File: src/rtl/mem_access_ctrl_pkg.sv
// mem_access_ctrl_pkg: op codes, default UART register addresses and FSM state encodings
package mem_access_ctrl_pkg;
    localparam int          MEM_OP_BUS     = 2;
    localparam logic [1:0]  MEM_OP_NOP     = 2'd0;
    localparam logic [1:0]  MEM_OP_READ    = 2'd1;
    localparam logic [1:0]  MEM_OP_WRITE   = 2'd2;
    localparam logic [15:0] UART_DATA_DEF  = 16'hBF00;
    localparam logic [15:0] UART_STAT_DEF  = 16'hBF01;
    typedef enum logic [3:0] {
        IDLE, RD, WR_SETUP, WR_PULSE, WR_HOLD, U_STAT, U_RD, U_WR, U_WAIT, DONE
    } state_t;
endpackage

File: src/rtl/mem_access_ctrl_if.sv
// mem_access_ctrl_if: pipeline request/response, SRAM pins and UART pins of the MEM-stage controller
//   slave  : controller side (takes requests, drives strobes)
//   master : pipeline + memory side
interface mem_access_ctrl_if #(
    parameter int RAM_ADDR_W = 18
);
    logic                  mem_req;
    logic [1:0]            mem_op;
    logic [15:0]           mem_addr;
    logic [15:0]           mem_wdata;
    logic [15:0]           mem_data;
    logic                  mem_done;
    logic                  mem_busy;
    logic [RAM_ADDR_W-1:0] ram_addr;
    logic [15:0]           ram_din;
    logic [15:0]           ram_dout;
    logic                  ram_dout_oe;
    logic                  ram_en_n;
    logic                  ram_oe_n;
    logic                  ram_we_n;
    logic                  uart_data_ready;
    logic                  uart_tbre;
    logic                  uart_tsre;
    logic                  uart_rdn;
    logic                  uart_wrn;
    modport slave (
        input  mem_req, mem_op, mem_addr, mem_wdata, ram_din, uart_data_ready, uart_tbre, uart_tsre,
        output mem_data, mem_done, mem_busy, ram_addr, ram_dout, ram_dout_oe, ram_en_n, ram_oe_n, ram_we_n,
               uart_rdn, uart_wrn
    );
    modport master (
        output mem_req, mem_op, mem_addr, mem_wdata, ram_din, uart_data_ready, uart_tbre, uart_tsre,
        input  mem_data, mem_done, mem_busy, ram_addr, ram_dout, ram_dout_oe, ram_en_n, ram_oe_n, ram_we_n,
               uart_rdn, uart_wrn
    );
endinterface

File: src/rtl/mem_access_ctrl_uart.sv
// uart_port_ctrl: UART strobes, status word and U_RD/U_WR/U_WAIT sequencing
//   state_i            : current controller state
//   uart_*_i           : UART receive-ready and transmitter-empty flags
//   rx_byte_i          : UART byte on the low half of the shared data bus
//   uart_rdn_o/wrn_o   : UART strobes, active low
//   dout_oe_o          : drive the data bus during a UART write
//   stat_o, rx_word_o  : status word and zero-extended received byte
//   next_o             : successor of the UART states
module uart_port_ctrl
    import mem_access_ctrl_pkg::*;
(
    input  state_t      state_i,
    input  logic        uart_data_ready_i,
    input  logic        uart_tbre_i,
    input  logic        uart_tsre_i,
    input  logic [7:0]  rx_byte_i,
    output logic        uart_rdn_o,
    output logic        uart_wrn_o,
    output logic        dout_oe_o,
    output logic [15:0] stat_o,
    output logic [15:0] rx_word_o,
    output state_t      next_o
);
    logic tx_empty;
    assign tx_empty   = uart_tbre_i & uart_tsre_i;
    assign stat_o     = {14'b0, uart_data_ready_i, tx_empty};
    assign rx_word_o  = {8'b0, rx_byte_i};
    assign uart_rdn_o = state_i != U_RD;
    assign uart_wrn_o = state_i != U_WR;
    // Data stays driven while waiting so the byte has hold time after the write strobe rises.
    assign dout_oe_o  = state_i inside {U_WR, U_WAIT};
    assign next_o     = state_i == U_WR ? U_WAIT : state_i == U_WAIT && !tx_empty ? U_WAIT : DONE;
endmodule

File: src/rtl/mem_access_ctrl.sv
// mem_access_ctrl: MEM-stage load/store sequencer for external SRAM and the UART register pair
//   clk, rst : clock, synchronous active-high reset
//   bus      : slave side of mem_access_ctrl_if (request/response, SRAM pins, UART pins)
module mem_access_ctrl
    import mem_access_ctrl_pkg::*;
#(
    parameter int          RAM_ADDR_W     = 18,
    parameter logic [15:0] UART_DATA_ADDR = UART_DATA_DEF,
    parameter logic [15:0] UART_STAT_ADDR = UART_STAT_DEF
) (
    input logic              clk,
    input logic              rst,
    mem_access_ctrl_if.slave bus
);
    state_t                state_q, state_d, start_st, u_next;
    logic [15:0]           data_q, data_d, dout_q, u_stat, u_rx;
    logic [RAM_ADDR_W-1:0] addr_q;
    logic                  accept, is_rd, is_wr, u_rdn, u_wrn, u_oe;

    uart_port_ctrl u_uart (
        .state_i          (state_q),
        .uart_data_ready_i(bus.uart_data_ready),
        .uart_tbre_i      (bus.uart_tbre),
        .uart_tsre_i      (bus.uart_tsre),
        .rx_byte_i        (bus.ram_din[7:0]),
        .uart_rdn_o       (u_rdn),
        .uart_wrn_o       (u_wrn),
        .dout_oe_o        (u_oe),
        .stat_o           (u_stat),
        .rx_word_o        (u_rx),
        .next_o           (u_next)
    );

    always_comb begin
        is_rd    = bus.mem_op == MEM_OP_READ;
        is_wr    = bus.mem_op == MEM_OP_WRITE;
        accept   = state_q == IDLE && bus.mem_req && (is_rd || is_wr);
        // Routing is decided on the accept edge, so later address changes cannot retarget the access.
        start_st = bus.mem_addr == UART_DATA_ADDR ? (is_wr ? U_WR : U_RD) :
                   bus.mem_addr == UART_STAT_ADDR ? U_STAT : is_wr ? WR_SETUP : RD;
        state_d  = state_q;
        case (state_q)
            IDLE:                  state_d = accept ? start_st : IDLE;
            RD:                    state_d = DONE;
            WR_SETUP:              state_d = WR_PULSE;
            WR_PULSE:              state_d = WR_HOLD;
            U_RD, U_WR, U_WAIT:    state_d = u_next;
            default:               state_d = IDLE;
        endcase
        // Status is captured on the accept edge so it is valid during its single done cycle.
        data_d = state_q == RD ? bus.ram_din : state_q == U_RD ? u_rx :
                 accept && is_rd && start_st == U_STAT ? u_stat : data_q;
    end

    always_ff @(posedge clk) begin
        if (rst) begin
            state_q <= IDLE;
            data_q  <= '0;
            dout_q  <= '0;
            addr_q  <= '0;
        end else begin
            state_q <= state_d;
            data_q  <= data_d;
            if (accept) begin
                addr_q <= RAM_ADDR_W'(bus.mem_addr);
                dout_q <= bus.mem_wdata;
            end
        end
    end

    assign bus.mem_data    = data_q;
    assign bus.mem_done    = state_q inside {WR_HOLD, U_STAT, DONE};
    assign bus.mem_busy    = state_q != IDLE;
    assign bus.ram_addr    = addr_q;
    assign bus.ram_dout    = dout_q;
    assign bus.ram_dout_oe = state_q inside {WR_SETUP, WR_PULSE, WR_HOLD} || u_oe;
    assign bus.ram_en_n    = !(state_q inside {RD, WR_SETUP, WR_PULSE, WR_HOLD});
    assign bus.ram_oe_n    = state_q != RD;
    assign bus.ram_we_n    = state_q != WR_PULSE;
    assign bus.uart_rdn    = u_rdn;
    assign bus.uart_wrn    = u_wrn;
endmodule

File: src/flat_wrapper.sv
// flat-port wrapper written by rule: the top's interface ports become plain ports
module mem_access_ctrl_flat import mem_access_ctrl_pkg::*;
#(
    parameter int          RAM_ADDR_W     = 18,
    parameter logic [15:0] UART_DATA_ADDR = UART_DATA_DEF,
    parameter logic [15:0] UART_STAT_ADDR = UART_STAT_DEF
)
  (clk, rst, bus_mem_req, bus_mem_op, bus_mem_addr, bus_mem_wdata, bus_ram_din, bus_uart_data_ready, bus_uart_tbre, bus_uart_tsre, bus_mem_data, bus_mem_done, bus_mem_busy, bus_ram_addr, bus_ram_dout, bus_ram_dout_oe, bus_ram_en_n, bus_ram_oe_n, bus_ram_we_n, bus_uart_rdn, bus_uart_wrn);
  mem_access_ctrl_if #(.RAM_ADDR_W(RAM_ADDR_W)) bus_i ();
  input logic clk;
  input logic rst;
  input wire logic [$bits(bus_i.mem_req)-1:0] bus_mem_req;
  input wire logic [$bits(bus_i.mem_op)-1:0] bus_mem_op;
  input wire logic [$bits(bus_i.mem_addr)-1:0] bus_mem_addr;
  input wire logic [$bits(bus_i.mem_wdata)-1:0] bus_mem_wdata;
  input wire logic [$bits(bus_i.ram_din)-1:0] bus_ram_din;
  input wire logic [$bits(bus_i.uart_data_ready)-1:0] bus_uart_data_ready;
  input wire logic [$bits(bus_i.uart_tbre)-1:0] bus_uart_tbre;
  input wire logic [$bits(bus_i.uart_tsre)-1:0] bus_uart_tsre;
  output wire logic [$bits(bus_i.mem_data)-1:0] bus_mem_data;
  output wire logic [$bits(bus_i.mem_done)-1:0] bus_mem_done;
  output wire logic [$bits(bus_i.mem_busy)-1:0] bus_mem_busy;
  output wire logic [$bits(bus_i.ram_addr)-1:0] bus_ram_addr;
  output wire logic [$bits(bus_i.ram_dout)-1:0] bus_ram_dout;
  output wire logic [$bits(bus_i.ram_dout_oe)-1:0] bus_ram_dout_oe;
  output wire logic [$bits(bus_i.ram_en_n)-1:0] bus_ram_en_n;
  output wire logic [$bits(bus_i.ram_oe_n)-1:0] bus_ram_oe_n;
  output wire logic [$bits(bus_i.ram_we_n)-1:0] bus_ram_we_n;
  output wire logic [$bits(bus_i.uart_rdn)-1:0] bus_uart_rdn;
  output wire logic [$bits(bus_i.uart_wrn)-1:0] bus_uart_wrn;
  assign bus_i.mem_req = bus_mem_req;
  assign bus_i.mem_op = bus_mem_op;
  assign bus_i.mem_addr = bus_mem_addr;
  assign bus_i.mem_wdata = bus_mem_wdata;
  assign bus_i.ram_din = bus_ram_din;
  assign bus_i.uart_data_ready = bus_uart_data_ready;
  assign bus_i.uart_tbre = bus_uart_tbre;
  assign bus_i.uart_tsre = bus_uart_tsre;
  assign bus_mem_data = bus_i.mem_data;
  assign bus_mem_done = bus_i.mem_done;
  assign bus_mem_busy = bus_i.mem_busy;
  assign bus_ram_addr = bus_i.ram_addr;
  assign bus_ram_dout = bus_i.ram_dout;
  assign bus_ram_dout_oe = bus_i.ram_dout_oe;
  assign bus_ram_en_n = bus_i.ram_en_n;
  assign bus_ram_oe_n = bus_i.ram_oe_n;
  assign bus_ram_we_n = bus_i.ram_we_n;
  assign bus_uart_rdn = bus_i.uart_rdn;
  assign bus_uart_wrn = bus_i.uart_wrn;
  mem_access_ctrl #(.RAM_ADDR_W(RAM_ADDR_W), .UART_DATA_ADDR(UART_DATA_ADDR), .UART_STAT_ADDR(UART_STAT_ADDR)) u_core (.clk(clk), .rst(rst), .bus(bus_i));
endmodule
File: config.mk
export PLATFORM = sky130hd
export DESIGN_NAME = mem_access_ctrl_flat
export DESIGN_NICKNAME = d
export VERILOG_FILES = /design/src/rtl/mem_access_ctrl_pkg.sv /design/src/rtl/mem_access_ctrl_if.sv /design/src/rtl/mem_access_ctrl_uart.sv /design/src/rtl/mem_access_ctrl.sv /design/src/flat_wrapper.sv
export SDC_FILE = /design/constraint.sdc
export NUM_CORES = 1
export LEC_CHECK = 0
export CORE_ASPECT_RATIO = 1.5
export CORE_MARGIN = 1.5
export CORE_UTILIZATION = 30
export CTS_CLUSTER_SIZE = 40
export DETAILED_ROUTE_END_ITERATION = 10
export DONT_BUFFER_PORTS = 1
export PLACE_DENSITY = 0.51
export SLEW_MARGIN = 0
export SYNTH_ARGS = -nofsm -noshare
export SYNTH_HDL_FRONTEND = slang
export SYNTH_HIERARCHICAL = 1
export SYNTH_SLANG_ARGS = --single-unit
File: constraint.sdc
create_clock -name clk -period 3.42 [get_ports clk]
set_input_delay 0.684 -clock clk [delete_from_list [all_inputs] [get_ports clk]]
set_output_delay 0.684 -clock clk [all_outputs]
set_load 0.01 [all_outputs]
---- After elaboration in Yosys (flattened, before gate mapping) ----
Cells that the tools add are included.
operators by class
  eq/ne operators ......................... 18
  bitwise gates (word level) .............. 1
  reductions and logical operators ........ 17
  mux-type cells .......................... 11
operators by type and width
  operator                                                               count
  16-bit 2-to-1 mux                                                      3
  16-bit equality test, second input constant                            2
  4-bit by 3-bit equality test with 1-bit output, second input constant  5
  4-bit one-hot mux with 5 select lines                                  1
  4-bit 2-to-1 mux                                                       3
  3-bit nonzero test                                                     3
  4-bit by 2-bit equality test with 1-bit output, second input constant  2
  4-bit equality test, second input constant                             2
  4-bit by 3-bit != test with 1-bit output, second input constant        2
  4-bit nonzero test                                                     2
  1-bit logical AND                                                      5
  4-bit by 1-bit equality test with 1-bit output, second input constant  1
  4-bit zero test                                                        1
  4-bit by 1-bit != test with 1-bit output, second input constant        1
  4-bit by 2-bit != test with 1-bit output, second input constant        1
  1-bit 2-to-1 mux                                                       3
  3-bit OR reduction                                                     1
  2-bit by 1-bit equality test with 1-bit output, second input constant  1
  2-bit equality test, second input constant                             1
  1-bit zero test                                                        2
  1-bit logical OR                                                       2
  2-bit 2-to-1 mux                                                       1
  2-bit nonzero test                                                     1
  1-bit AND                                                              1
storage, ports and cells
  output and inout bits ................... 58
  bits in registers ....................... 52
  input bits .............................. 56

---- Depth between registers and ports, before layout ----
  depth in word-level cells ............... 9
  gate-level depth with buffers ........... 7
  depth with buffers taken out ............ 6

---- By module ----
Netlist, hierarchy kept.
by module, submodules not included
  module           sequential area each (um2)  area an instance (um2)  times used  cells each
  mem_access_ctrl  1041.0                      2670.1                  1           336
  uart_port_ctrl   0.0                         320.3                   1           44

---- Worst setup path after synthesis ----
OpenSTA, ideal clock, no wires.
  kind .................................... input to register
  start point ............................. input bus_mem_addr[3]
  end point ............................... register u_core.data_q[10], in the netlist u_core/bus.mem_data[10]
  required time ........................... 3.298 ns
  arrival ................................. 2.434 ns
  setup time .............................. 0.122 ns
  slack ................................... 0.864 ns
  stages .................................. 6
  cells stage by stage .................... or4_4 > or4_4 > o32a_1 > buf_6 > buf_12 > mux2i_1
between the ends
  cells in the longest elaborated chain, start to end .. 6
ends and longest elaborated chain
  what                                                RTL line               text
  from (decl)                                         flat_wrapper.sv:14     input wire logic [$bits(bus_i.mem_addr)-1:0] bus_mem_addr;
  16-bit equality test                                mem_access_ctrl.sv:40  bus.mem_addr == UART_STAT_ADDR ? U_STAT : is_wr ? WR_SETUP : RD;
  4-bit 2-to-1 mux                                    mem_access_ctrl.sv:40
  4-bit 2-to-1 mux (*)                                mem_access_ctrl.sv:39  start_st = bus.mem_addr == UART_DATA_ADDR ? (is_wr ? U_WR : U_RD) :
  4-bit by 3-bit equality test with 1-bit output (*)  mem_access_ctrl.sv:52  accept && is_rd && start_st == U_STAT ? u_stat : data_q;
  1-bit logical AND (*)                               mem_access_ctrl.sv:52
  3-bit nonzero test (no source line) (*)             n/a
  to (signal assigned)                                mem_access_ctrl.sv:63  data_q <= data_d;
  to (decl)                                           mem_access_ctrl.sv:16  logic [15:0] data_q, data_d, dout_q, u_stat, u_rx;
Mark *: on every way between the ends. The rest lies on a longest branch, timed or not.
A chain may end at the register's enable or synchronous reset.

---- Worst setup path in the final report ----
  start point ............................. input bus_mem_addr[3]
  end point ............................... register u_core.data_q[1], in the netlist u_core/bus.mem_data[1]
Same word-level chain as after synthesis.

==> metrics.cfg <==
[setup_path]
rrSetupSlack_ns=0.95
end_kind=register
startpoint_type=input pin
cp_slowest_cell=o32a_1
cp_data_arrival_time_ns=2.68
cp.required_ns=3.55
cp_common_cell=or4_4
crit_chain=or4_4 -> or4_4 -> o32a_1 -> mux2i_1
cpPeakStageDelay_ns=0.71
path_class=in -> reg
crit_path_max_fanout=16

[yosys]
ys_types=46
synth_fa_ha_area_frac=0.00837
ys_seq_elements=52
synthSimpleGateAreaFrac=0.205
yosysTopAreaCellShare=0.348
synthArstFlopShare=0
synth-edff-count=0
synth_top_cells_by_area=dfxtp_1 (35%), buf_4 (9.3%), a21oi_1 (8.7%)
synthXorXnorAreaFrac=0.00586
synth_top_family_by_area=simple AND/OR/NAND/NOR gates
synthCells=380
yosys.area.top_type=dfxtp_1
synth_top_flop_cell=dfxtp_1
syn_area_sq_mm=0.00299
synth_compound_area_frac=0.150
ys_warn_count=6
synthMuxAreaShare=0.117
ys_seq_area_frac=0.348
syn_area_per_cell_sq_um=7.87

[grt]
grt_pass1_wl_um=10900
grt_max_degree=68
grt_remaining_overflow=0
antenna_found_initial=0
first_global_vias=2293
grt_usage=0.125

[final_layout]
diodes=0
nets=409
area_growth_pct=1.05
drive_gt1_frac=0.0994
stdcell_area_sq_mm=0.00302

[clocking]
clkLatencyLatePin_ns=0.29
cts-htree-levels=2
post_cts_buffers=0
cts_resized=0
path_clk_slew_ns=0.08
clock-sinks=52
clock-root-buffer=clkbuf_16
tritoncts=done
numCtsBuffers=5
cts.hold.buffers_added=0
clockBufferDepth=2

[placed_design]
dp_hpwl_um=4720
portBuffers=0
dpl-instance-area_sq_mm=0.00287
gp_congestion=0.768

[floorplan]
core_sq_mm=0.00969
die-area_sq_mm=0.0106
num_io_pins=114
start_util=0.309
fp-row-count=44
die_h_um=125
die_x_um=84.5

[route]
dr.pass1.iters=4
vias=2262
antenna_left=0
wl_per_cell_um=14.2
drtIter0Drc=78
viasPerCell=4.84
drc=0
routed_wl_um=6620

[sta]
worst_slew_pin_slew_ns=1.10
tns_ns=0
rsz0062_at_grt=no
timing.fmax_mhz=392
slew_headroom=0.268
hold_viol=0
setup_violations=0
finalCritPeriodShare=0.746
finalCriticalPeriod_ns=2.55
finalMaxSlewViolations=0
fin_skew_ns=0.00800

[run_status]
status=complete, no violations

[power_and_ir_drop]
p_leak_nw=1.19
power_density_mw_per_mm2=673
vdd_ir_drop_max_mv=0.269

[hold_path]
min-delay-path-class=in -> reg

[flow_run]
maxCapViolations=0

[final cells by class]
class | count | area [sq um]
clock buffer | 5 | 125
clock inverter | 3 | 25.0
fill | 1062 | 6670
inverter | 22 | 82.6
multi-input combinational | 267 | 1580
sequential | 52 | 1040
tap | 115 | 144
timing repair buffer | 3 | 22.5
[power breakdown]
group	internal, mW	total (mW)	switching, mW
combinational	0.245	0.594	0.349
clock	0.277	0.517	0.240
sequential	0.731	0.922	0.191
total	1.25	2.03	0.780
[metrics by stage]
step                      hold slack (ns)  std cells  total power [mW]  setup WS [ns]  utilization
after CTS                           0.444        467              2.07          0.848        0.312
after floorplan                     0.481        404              1.45          0.864            -
after global placement              0.486        459              1.52          0.582        0.296
after detailed placement            0.491        459              1.55          0.536        0.296
after global routing                0.447        467              2.18          0.773        0.312
final                               0.485        467              2.03          0.868        0.312
[cell families after synthesis]
kind of cell	after synthesis
compound gates	82
flops	52
fa+ha+maj	2
mux	33
other cells	3
buf+inv	85
xor+xnor	2
simple gates	121
[cell usage in the layout, fill, tap and decap left out, types with 2 or more instances in the layout]
master     count
nand4b_1       2
clkbuf_16      5
a21oi_1       52
or4_4          2
nand3_1        5
conb_1        27
o21ai_0       17
inv_1         22
ha_1           2
inv_6          2
mux2i_1       17
or3_1          2
and2_1         3
dfxtp_1       52
nand3b_1       3
nand2b_1      19
xnor2_1        2
nor2_1         5
o22ai_1        2
buf_4          3
nand2_1       68
o21a_1         2
mux2_2        16
[registers in the layout (all words and copies together) (netlist names)]
signal / cells
u_core/bus.mem_data: 16
u_core/bus.ram_addr: 16
u_core/bus.ram_dout: 16
u_core/state_q: 4
[per-layer routing]
layer	global-route usage	part of all wire	up-vias
met5	0	0	-
met4	0.0446	0.018	0
met3	0.0475	0.094	10
met2	0.221	0.49	91
met1	0.134	0.39	1025
li1	-	-	1136
[worst paths after layout]
check | from | end | depth (start not counted)
hold / removal | rst | u_core/bus.ram_dout[8] | 1
hold reg to reg | u_core/bus.ram_dout[7] | u_core/bus.ram_dout[7] | 2
setup / recovery | bus_mem_addr[3] | u_core/bus.mem_data[1] | 4
setup reg to reg | u_core/state_q[3] | u_core/state_q[2] | 4
[cells in the mapped netlist (all sizes together) (2+ instances only)]
master and instances:
nand2 68, a21oi 52, dfxtp 52, buf 42
inv 22, clkbuf 21, nand2b 19, mux2i 17
o21ai 17, mux2 16, nand3 5, nor2 5
and2 3, conb 3, nand3b 3, or4 3
ha 2, nand4b 2, nor3b 2, o21a 2
o22ai 2, or3 2, xnor2 2
[critical path: cells and delay by family]
| kind | cells | cell delay, ns |
|---|---|---|
| AOI/OAI and AO/OA | 1 | 0.71 |
| muxes | 1 | 0.24 |
| and+or+nand+nor | 2 | 1.03 |
No activity file was read; power rests on OpenSTA's default activity.
